$ cat src/rtl/lock_ctrl_if.sv
`default_nettype none
// ============================================================================
// Module      : lock_ctrl_if
// Description : User-side bundle of the lock controller. Carries the panel
//               switches, the submit key, the digit-counter value and all
//               status/indicator outputs.
//   master : panel/display side (drives switches, key, digits)
//   slave  : lock_ctrl (drives counter controls and indicators)
//   enter_req  1  level, request password entry
//   set_req    1  level, request password change
//   confirm    1  level, debounced submit key
//   digits     16 four BCD digits, [3:0] rightmost
//   cnt_start  1  enables digit counters
//   cnt_clr    1  clears digit counters
//   open       1  lock-open indicator
//   lock       1  lockout indicator
//   countdown  6  seconds remaining in timed states
//   tries_left 2  attempts remaining
//   state_code 3  IDLE=0 ENTRY=1 OPEN=2 SETPW=3 LOCKOUT=4
// Revision    : 1.0 - initial release
// ============================================================================
interface lock_ctrl_if;
    logic        enter_req;
    logic        set_req;
    logic        confirm;
    logic [15:0] digits;
    logic        cnt_start;
    logic        cnt_clr;
    logic        open;
    logic        lock;
    logic [5:0]  countdown;
    logic [1:0]  tries_left;
    logic [2:0]  state_code;

    modport master (
        output enter_req, set_req, confirm, digits,
        input  cnt_start, cnt_clr, open, lock, countdown, tries_left, state_code
    );

    modport slave (
        input  enter_req, set_req, confirm, digits,
        output cnt_start, cnt_clr, open, lock, countdown, tries_left, state_code
    );
endinterface
`default_nettype wire

$ cat src/rtl/lock_ctrl.sv
`default_nettype none
// ============================================================================
// Module      : lock_ctrl
// Description : Password lock controller. Entry window with timeout, limited
//               attempts followed by a timed lockout, and password change
//               while open. One-second ticks come from an internal divider.
//   clk    1  system clock, rising edge
//   reset  1  asynchronous active-low reset
//   bus    lock_ctrl_if.slave (switches, key, digits in; indicators out)
// Revision    : 1.0 - initial release
// ============================================================================
module lock_ctrl #(
    parameter int TICK_DIV  = 100000000,
    parameter int TIMEOUT_S = 10,
    parameter int LOCKOUT_S = 30,
    parameter int MAX_TRIES = 3
) (
    input  logic        clk,
    input  logic        reset,
    lock_ctrl_if.slave  bus
);

    typedef enum logic [2:0] {
        S_IDLE    = 3'd0,
        S_ENTRY   = 3'd1,
        S_OPEN    = 3'd2,
        S_SETPW   = 3'd3,
        S_LOCKOUT = 3'd4
    } state_t;

    localparam int               DIV_W      = (TICK_DIV > 1) ? $clog2(TICK_DIV) : 1;
    localparam logic [DIV_W-1:0] DIV_LAST   = DIV_W'(TICK_DIV - 1);
    localparam logic [DIV_W-1:0] DIV_ONE    = DIV_W'(1);
    localparam logic [5:0]       TIMEOUT_CD = 6'(TIMEOUT_S);
    localparam logic [5:0]       LOCKOUT_CD = 6'(LOCKOUT_S);
    localparam logic [1:0]       TRIES_INIT = 2'(MAX_TRIES);

    state_t             state, state_nx;
    logic [15:0]        pw, pw_nx;
    logic [5:0]         countdown, countdown_nx;
    logic [1:0]         tries, tries_nx;
    logic [DIV_W-1:0]   div;
    logic               conf_q, conf_prev;
    logic               clr_pulse, clr_pulse_nx;
    logic               reload;
    logic               restart;
    logic               conf_event;
    logic               tick;

    assign conf_event = conf_q & ~conf_prev;
    assign tick       = (div == DIV_LAST);

    always_ff @(posedge clk or negedge reset) begin
        if (!reset) begin
            state     <= S_IDLE;
            pw        <= 16'h0000;
            countdown <= 6'd0;
            tries     <= TRIES_INIT;
            div       <= '0;
            conf_q    <= 1'b0;
            conf_prev <= 1'b0;
            clr_pulse <= 1'b0;
        end else begin
            state     <= state_nx;
            pw        <= pw_nx;
            countdown <= countdown_nx;
            tries     <= tries_nx;
            // divider restarts so every timed window gets full-length seconds
            div       <= (restart || tick) ? '0 : div + DIV_ONE;
            conf_q    <= bus.confirm;
            conf_prev <= conf_q;
            clr_pulse <= clr_pulse_nx;
        end
    end

    always_comb begin
        state_nx     = state;
        pw_nx        = pw;
        countdown_nx = countdown;
        tries_nx     = tries;
        clr_pulse_nx = 1'b0;
        reload       = 1'b0;

        case (state)
            S_IDLE: begin
                if (bus.enter_req && !bus.set_req) begin
                    state_nx     = S_ENTRY;
                    countdown_nx = TIMEOUT_CD;
                end
            end
            S_ENTRY: begin
                // abandoning entry wins over confirm, which wins over timeout
                if (!bus.enter_req) begin
                    state_nx     = S_IDLE;
                    countdown_nx = 6'd0;
                end else if (conf_event) begin
                    if (bus.digits == pw) begin
                        state_nx     = S_OPEN;
                        tries_nx     = TRIES_INIT;
                        countdown_nx = 6'd0;
                    end else if (tries > 2'd1) begin
                        tries_nx     = tries - 2'd1;
                        clr_pulse_nx = 1'b1;
                        countdown_nx = TIMEOUT_CD;
                        reload       = 1'b1;
                    end else begin
                        state_nx     = S_LOCKOUT;
                        tries_nx     = 2'd0;
                        countdown_nx = LOCKOUT_CD;
                    end
                end else if (tick) begin
                    if (countdown <= 6'd1) begin
                        state_nx     = S_LOCKOUT;
                        countdown_nx = LOCKOUT_CD;
                    end else begin
                        countdown_nx = countdown - 6'd1;
                    end
                end
            end
            S_OPEN: begin
                if (bus.set_req) begin
                    state_nx = S_SETPW;
                end else if (!bus.enter_req) begin
                    state_nx = S_IDLE;
                end
            end
            S_SETPW: begin
                if (conf_event) begin
                    pw_nx    = bus.digits;
                    state_nx = S_OPEN;
                end else if (!bus.set_req) begin
                    state_nx = S_OPEN;
                end
            end
            S_LOCKOUT: begin
                if (tick) begin
                    if (countdown <= 6'd1) begin
                        state_nx     = S_IDLE;
                        tries_nx     = TRIES_INIT;
                        countdown_nx = 6'd0;
                    end else begin
                        countdown_nx = countdown - 6'd1;
                    end
                end
            end
            default: begin
                state_nx     = S_IDLE;
                countdown_nx = 6'd0;
            end
        endcase

        restart = reload || (state_nx != state);
    end

    assign bus.cnt_start  = (state == S_ENTRY) || (state == S_SETPW);
    assign bus.cnt_clr    = (state == S_IDLE) || (state == S_LOCKOUT) || clr_pulse;
    assign bus.open       = (state == S_OPEN) || (state == S_SETPW);
    assign bus.lock       = (state == S_LOCKOUT);
    assign bus.countdown  = countdown;
    assign bus.tries_left = tries;
    assign bus.state_code = state;

endmodule
`default_nettype wire

$ cat src/flat_wrapper.sv
// flat-port wrapper written by rule: the top's interface ports become plain ports
module lock_ctrl_flat 
#(
    parameter int TICK_DIV  = 100000000,
    parameter int TIMEOUT_S = 10,
    parameter int LOCKOUT_S = 30,
    parameter int MAX_TRIES = 3
)
  (clk, reset, bus_enter_req, bus_set_req, bus_confirm, bus_digits, bus_cnt_start, bus_cnt_clr, bus_open, bus_lock, bus_countdown, bus_tries_left, bus_state_code);
  lock_ctrl_if bus_i ();
  input  logic clk;
  input  logic reset;
  input wire logic [$bits(bus_i.enter_req)-1:0] bus_enter_req;
  input wire logic [$bits(bus_i.set_req)-1:0] bus_set_req;
  input wire logic [$bits(bus_i.confirm)-1:0] bus_confirm;
  input wire logic [$bits(bus_i.digits)-1:0] bus_digits;
  output wire logic [$bits(bus_i.cnt_start)-1:0] bus_cnt_start;
  output wire logic [$bits(bus_i.cnt_clr)-1:0] bus_cnt_clr;
  output wire logic [$bits(bus_i.open)-1:0] bus_open;
  output wire logic [$bits(bus_i.lock)-1:0] bus_lock;
  output wire logic [$bits(bus_i.countdown)-1:0] bus_countdown;
  output wire logic [$bits(bus_i.tries_left)-1:0] bus_tries_left;
  output wire logic [$bits(bus_i.state_code)-1:0] bus_state_code;
  assign bus_i.enter_req = bus_enter_req;
  assign bus_i.set_req = bus_set_req;
  assign bus_i.confirm = bus_confirm;
  assign bus_i.digits = bus_digits;
  assign bus_cnt_start = bus_i.cnt_start;
  assign bus_cnt_clr = bus_i.cnt_clr;
  assign bus_open = bus_i.open;
  assign bus_lock = bus_i.lock;
  assign bus_countdown = bus_i.countdown;
  assign bus_tries_left = bus_i.tries_left;
  assign bus_state_code = bus_i.state_code;
  lock_ctrl #(.TICK_DIV(TICK_DIV), .TIMEOUT_S(TIMEOUT_S), .LOCKOUT_S(LOCKOUT_S), .MAX_TRIES(MAX_TRIES)) u_core (.clk(clk), .reset(reset), .bus(bus_i));
endmodule
$ cat config.mk
export PLATFORM = sky130hd
export DESIGN_NAME = lock_ctrl_flat
export DESIGN_NICKNAME = d
export VERILOG_FILES = /design/src/rtl/lock_ctrl_if.sv /design/src/rtl/lock_ctrl.sv /design/src/flat_wrapper.sv
export SDC_FILE = /design/constraint.sdc
export NUM_CORES = 1
export LEC_CHECK = 0
export ABC_AREA = 1
export CAP_MARGIN = 20
export CORE_MARGIN = 2
export CORE_UTILIZATION = 45
export DETAILED_ROUTE_END_ITERATION = 12
export PLACE_DENSITY = 0.66
export SLEW_MARGIN = 20
export SYNTH_ARGS = -nofsm -noshare
export SYNTH_HDL_FRONTEND = slang
export SYNTH_SLANG_ARGS = --single-unit
$ cat constraint.sdc
create_clock -name clk -period 2.6 [get_ports clk]
set_clock_uncertainty 0.05 [all_clocks]
set_input_delay 0.26 -clock clk [delete_from_list [all_inputs] [get_ports clk]]
set_output_delay 0.26 -clock clk [all_outputs]
set_load 0.01 [all_outputs]
## After elaboration in Yosys (flattened, before gate mapping)

Cells that the tools add are included.

| storage, ports and cells | value |
|---|---|
| register bits | 57 |
| input port bits | 21 |
| output and inout port bits | 15 |
| logic and storage cells | 80 |

| cells by class | value |
|---|---|
| add/sub/neg operators | 3 |
| order comparisons | 2 |
| equality and inequality tests | 13 |
| muxes and demuxes | 37 |
| bitwise operators | 3 |
| reduce and logical (&&, ||, !) cells | 14 |

Operator list:

| kind | count |
|---|---|
| 6-bit 2-to-1 mux | 8 |
| 3-bit 2-to-1 mux | 13 |
| 27-bit by 1-bit adder with 27-bit output (second input constant) | 1 |
| 27-bit == test (second input constant) | 1 |
| 27-bit 2-to-1 mux | 1 |
| 6-bit one-hot mux with 4 select lines | 1 |
| 16-bit == test | 1 |
| 3-bit one-hot mux with 5 select lines | 1 |
| 2-bit 2-to-1 mux | 6 |
| 2-bit by 1-bit inequality test with 1-bit output (second input constant) | 4 |
| 3-bit by 2-bit == test with 1-bit output (second input constant) | 2 |
| 6-bit by 1-bit less-or-equal comparator with 1-bit output (second input constant) | 1 |
| 1-bit logical OR | 6 |
| 6-bit by 1-bit subtractor with 6-bit output (second input constant) | 1 |
| 1-bit 2-to-1 mux | 5 |
| 5-bit 2-to-1 mux | 1 |
| 5-bit AND reduction | 1 |
| 4-bit by 2-bit inequality test with 1-bit output (second input constant) | 1 |
| 2-bit one-hot mux with 2 select lines | 1 |
| 4-bit AND reduction | 1 |
| 3-bit by 1-bit == test with 1-bit output (second input constant) | 1 |
| 3-bit == test (second input constant) | 1 |
| 3-bit zero test | 1 |
| 3-bit inequality test | 1 |
| other kinds (10) | 11 |

## Longest topological paths before layout

| depth | value |
|---|---|
| depth after elaboration | 10 |
| depth in mapped cells | 13 |
| mapped depth without buffers | 12 |

## Least setup slack after synthesis

Ideal clock, no wire load.

| path | value |
|---|---|
| path kind | register -> register |
| start point | register u_core.countdown[0], in the netlist u_core.bus.countdown[0] |
| end point | register u_core.div[12] |
| library setup time | 0.121 ns |
| arrival time | 1.742 ns |
| slack | 0.687 ns |
| cell stages (with the launch flop) | 13 |
| cells stage by stage | dfrtp_1 -> inv_1 -> ha_1 -> inv_1 -> nand2_1 -> nand4_1 -> inv_1 -> nand3_2 -> nand2_2 -> nand4_1 -> nand3_4 -> buf_6 -> nor2_2 |

| between the ends | value |
|---|---|
| cells in the longest elaborated chain, start to end | 10 |
| elaborated cells on any way between the ends | 12 |
| classes of those cells | order compare (1); eq/ne (1); mux (8); reduce/logical (2) |

RTL lines:

| what | line | source |
|---|---|---|
| from (decl) | lock_ctrl.sv:40 | `logic [5:0] countdown, countdown_nx;` |
| from (signal assigned) | lock_ctrl.sv:66 | `countdown <= countdown_nx;` |
| 6-bit by 1-bit less-or-equal comparator with 1-bit output * | lock_ctrl.sv:112, lock_ctrl.sv:137 |  |
| 3-bit 2-to-1 mux | lock_ctrl.sv:112 | `if (countdown <= 6'd1) begin` |
| 3-bit 2-to-1 mux | lock_ctrl.sv:111 | `end else if (tick) begin` |
| 3-bit 2-to-1 mux | lock_ctrl.sv:96 | `end else if (conf_event) begin` |
| 3-bit 2-to-1 mux | lock_ctrl.sv:93 | `if (!bus.enter_req) begin` |
| 3-bit one-hot mux with 5 select lines * | lock_ctrl.sv:84 | `case (state)` |
| 3-bit inequality test * | lock_ctrl.sv:152 | `restart = reload \|\| (state_nx != state);` |
| 1-bit logical OR * | lock_ctrl.sv:152 |  |
| 1-bit logical OR * | lock_ctrl.sv:69 | `div <= (restart \|\| tick) ? '0 : div + DIV_ONE;` |
| 27-bit 2-to-1 mux * | lock_ctrl.sv:69 |  |
| to (signal assigned) | lock_ctrl.sv:69 |  |
| to (decl) | lock_ctrl.sv:42 | `logic [DIV_W-1:0] div;` |

Every way passes the cells marked *; elsewhere a longest branch is shown, timed or not.
A chain may end at the register's enable or synchronous reset.

## Worst setup path in the final report

| path | value |
|---|---|
| start point | register u_core.state[1], in the netlist u_core.bus.state_code[1] |
| end point | output port bus_lock |

| between the ends | value |
|---|---|
| cells in the longest elaborated chain, start to end | 1 |

RTL lines:

| what | line | source |
|---|---|---|
| from (decl) | lock_ctrl.sv:38 | `state_t state, state_nx;` |
| from (signal assigned) | lock_ctrl.sv:64 | `state <= state_nx;` |
| 3-bit == test | lock_ctrl.sv:158 | `assign bus.lock = (state == S_LOCKOUT);` |
| to (decl) | flat_wrapper.sv:20 | `output wire logic [$bits(bus_i.lock)-1:0] bus_lock;` |

No other way between the ends.

==> impl_metrics.yaml <==
synth:
  ys_ff_latch: 57
  async_flop_share_pct: 100
  syn_avg_cell_area_um2: 7.52
  synthFlopType: "dfrtp_1"
  yosys_warnings: 0
  syn_area_um2: 3440
  synth_cell_type_count: 35
  yosys.area.top_type: "dfrtp_1"
  syn_inst: 457
  synth_area_leaders: "dfrtp_1, nand2_1, inv_1"
  synth_nets: 481
  synth_common_cells: "nand2_1, inv_1, dfrtp_1, nor2_1"
  synth_edf_count: 0
  yosysMostFrequentCell: "nand2_1"
  yosysTopAreaCellShare_pct: 40.0
  ys_seq_area_share_pct: 41.6
global_route:
  grt-ovfl-total: 0
  grt.total_usage_pct: 18.6
  antenna_found_initial: 0
  grt_pass1_vias: 2823
  grt_pass1_wl_mm: 12.6
  grt_max_degree: 32
floorplanning:
  core_area_um2: 7330
  io-pin-count: 36
  start_util_pct: 46.9
  dieWidth_um: 91.4
  fp.dieArea_um2: 8360
  row_count: 31
  die-height_um: 91.4
clock_tree:
  postCtsHoldBufs: 1
  cts.sinks: 57
  cts_buffers: 9
  cts_max_level: 3
  cts_setup_buffers: 0
  cts_resized: 0
  clk_pin_slew_ns: 0.07
  insertion_delay_ns: 0.33
  cts_root_buf: "clkbuf_8"
  cts_tree: "built"
  cts_buffer_depth: 2
pwr:
  power.leakage_nw: 2.00
  clock_power_share_pct: 30.4
  switching_power_mw: 0.972
  intPower_mw: 1.85
  p_comb_share_pct: 32.0
  vdd_drop_max_mv: 0.255
  p_per_area_nw_per_um2: 683
  seqPwrFrac_pct: 37.6
  p_sw_share_pct: 34.5
min_path:
  hp-class: "input pin to register"
  min-delay-start: "bus_confirm"
sta:
  timing.setup.tns_ns: 0
  period_share_pct: 86.1
  setup_viol: 0
  finalHoldViolCount: 0
  maxSlewViolCount: 0
  slew_headroom_pct: 57.0
  worst_pin_slew_ns: 0.645
  finalCriticalPeriod_ns: 2.24
  fmax_mhz: 447
  rsz0062_at_grt: "false"
drt:
  drt-pass1-iter-count: 5
  avgViaCountPerCell: 4.68
  drc: 0
  routedWlPerCell_um: 11.6
  ant_nets: 0
  drt_wl_total_mm: 7.00
  num_vias: 2838
  drtIter0Drc: 114
setup_path:
  worstPathArrival_ns: 1.93
  crit_required_ns: 2.29
  cp-startpoint: "u_core.bus.state_code[1]"
  cp_top_family: "buffers and inverters"
  critPathSlowestCell: "clkdlybuf4s50_1"
  crit_buf_inv: 2
  path_class: "register to output pin"
  cp_slowest_stage_delay_ns: 0.60
  cp_max_fo: 6
  critical_path.startpoint_type: "register"
  cp_cell_sequence: "inv_1, nand2_1, nor2_2, clkdlybuf4s50_1"
  cp-end-kind: "output pin"
  worstReg2RegStart: "u_core.div[0]"
cells_and_area:
  area_growth_pct: 20.0
  final_util_pct: 56.3
  diodes: 0
  final_nets: 526
  drive_gt1_share_pct: 14.4
place:
  place.gp.congestion: 0.887
  dp_hpwl_mm: 5.20
  port-buffer-count: 35
job:
  maxCapViolations: 0
outcome:
  status: "finished, final reports clean"
routing by layer:
metal	vias up	part of all wire, %	track usage, %
met5	-	0	0
met4	0	0.74	7.20
met3	5	2.8	3.57
met2	34	45	28.9
met1	1295	51	25.8
li1	1504	-	-
stage by stage:
step           setup slack, ns  power [mW]  cells  hold WS, ns  cell area [µm²]
3_3_place_gp             0.330        1.97    589        0.276             3910
6_report                 0.362        2.82    606        0.310             4130
5_1_grt                  0.261        3.02    606        0.302             4130
4_1_cts                  0.362        2.86    606        0.292             4130
3_5_place_dp             0.216        1.98    589        0.278             3910
2_1_floorplan            0.687        1.66    457      -0.0856             3440
cell usage in the layout, fill, tap and decap left out, types with 3 or more instances in the layout:
master / instances
nand3_2: 3
nor2_2: 28
clkdlybuf4s50_1: 34
nand3_1: 23
clkbuf_8: 11
nand4_1: 7
ha_1: 3
nor3_2: 3
inv_2: 3
dfrtp_1: 55
nand2_1: 117
xor2_1: 20
inv_1: 73
a31oi_1: 3
a21oi_1: 3
nor2_1: 41
nor2_4: 4
xnor2_1: 8
o21ai_0: 28
nand2_2: 5
nor3_1: 7
sequential cells by signal, summed over array words and instances, names as in the netlist:
name	cells
u_core.conf_prev	1
u_core.div	27
u_core.bus.countdown	6
u_core.pw	16
u_core.bus.state_code	3
u_core.conf_q	1
u_core.bus.tries_left	2
u_core.clr_pulse	1
power by group through the flow:
stage	registers, mW	clock network (mW)	logic (mW)
after global placement	1.08	0	0.892
final	1.06	0.856	0.903
after floorplan	1.09	0	0.573
after CTS	1.06	0.887	0.910
after detailed placement	1.08	0	0.904
after global routing	1.08	0.923	1.02
layout make-up:
type	instances	area (µm²)
inverters	76	285
well taps	99	124
repair buffers	39	390
multi-input cells	319	1690
fillers	686	3210
flip-flops and latches	57	1430
clock inverters	4	51.3
clock buffers	12	155
cells by family (layout without fill, tap and decap cells):
family / count (synthesis) / count (layout) / synth area share, %
AOI/OAI and AO/OA: 39 / 39 / 6.00
xor gates and xnor gates: 28 / 28 / 7.13
adders and majority gates: 3 / 3 / 1.09
buffers and inverters: 81 / 131 / 9.28
DFF: 57 / 57 / 41.6
muxes: 1 / 1 / 0.327
and+or+nand+nor: 248 / 248 / 34.6
worst paths after layout:
check                                         to  slack, ns  cells past startpoint
worst max-delay path                    bus_lock       0.36                      4
worst min-delay path               u_core.conf_q       0.31                      1
worst max register to register     u_core.div[2]       0.45                     10
worst min register to register  u_core.conf_prev       0.36                      0
max in group asynchronous         u_core.div[19]       1.48                      3
min in group asynchronous          u_core.div[6]       0.43                      2
(Power assumes the default switching activity.)
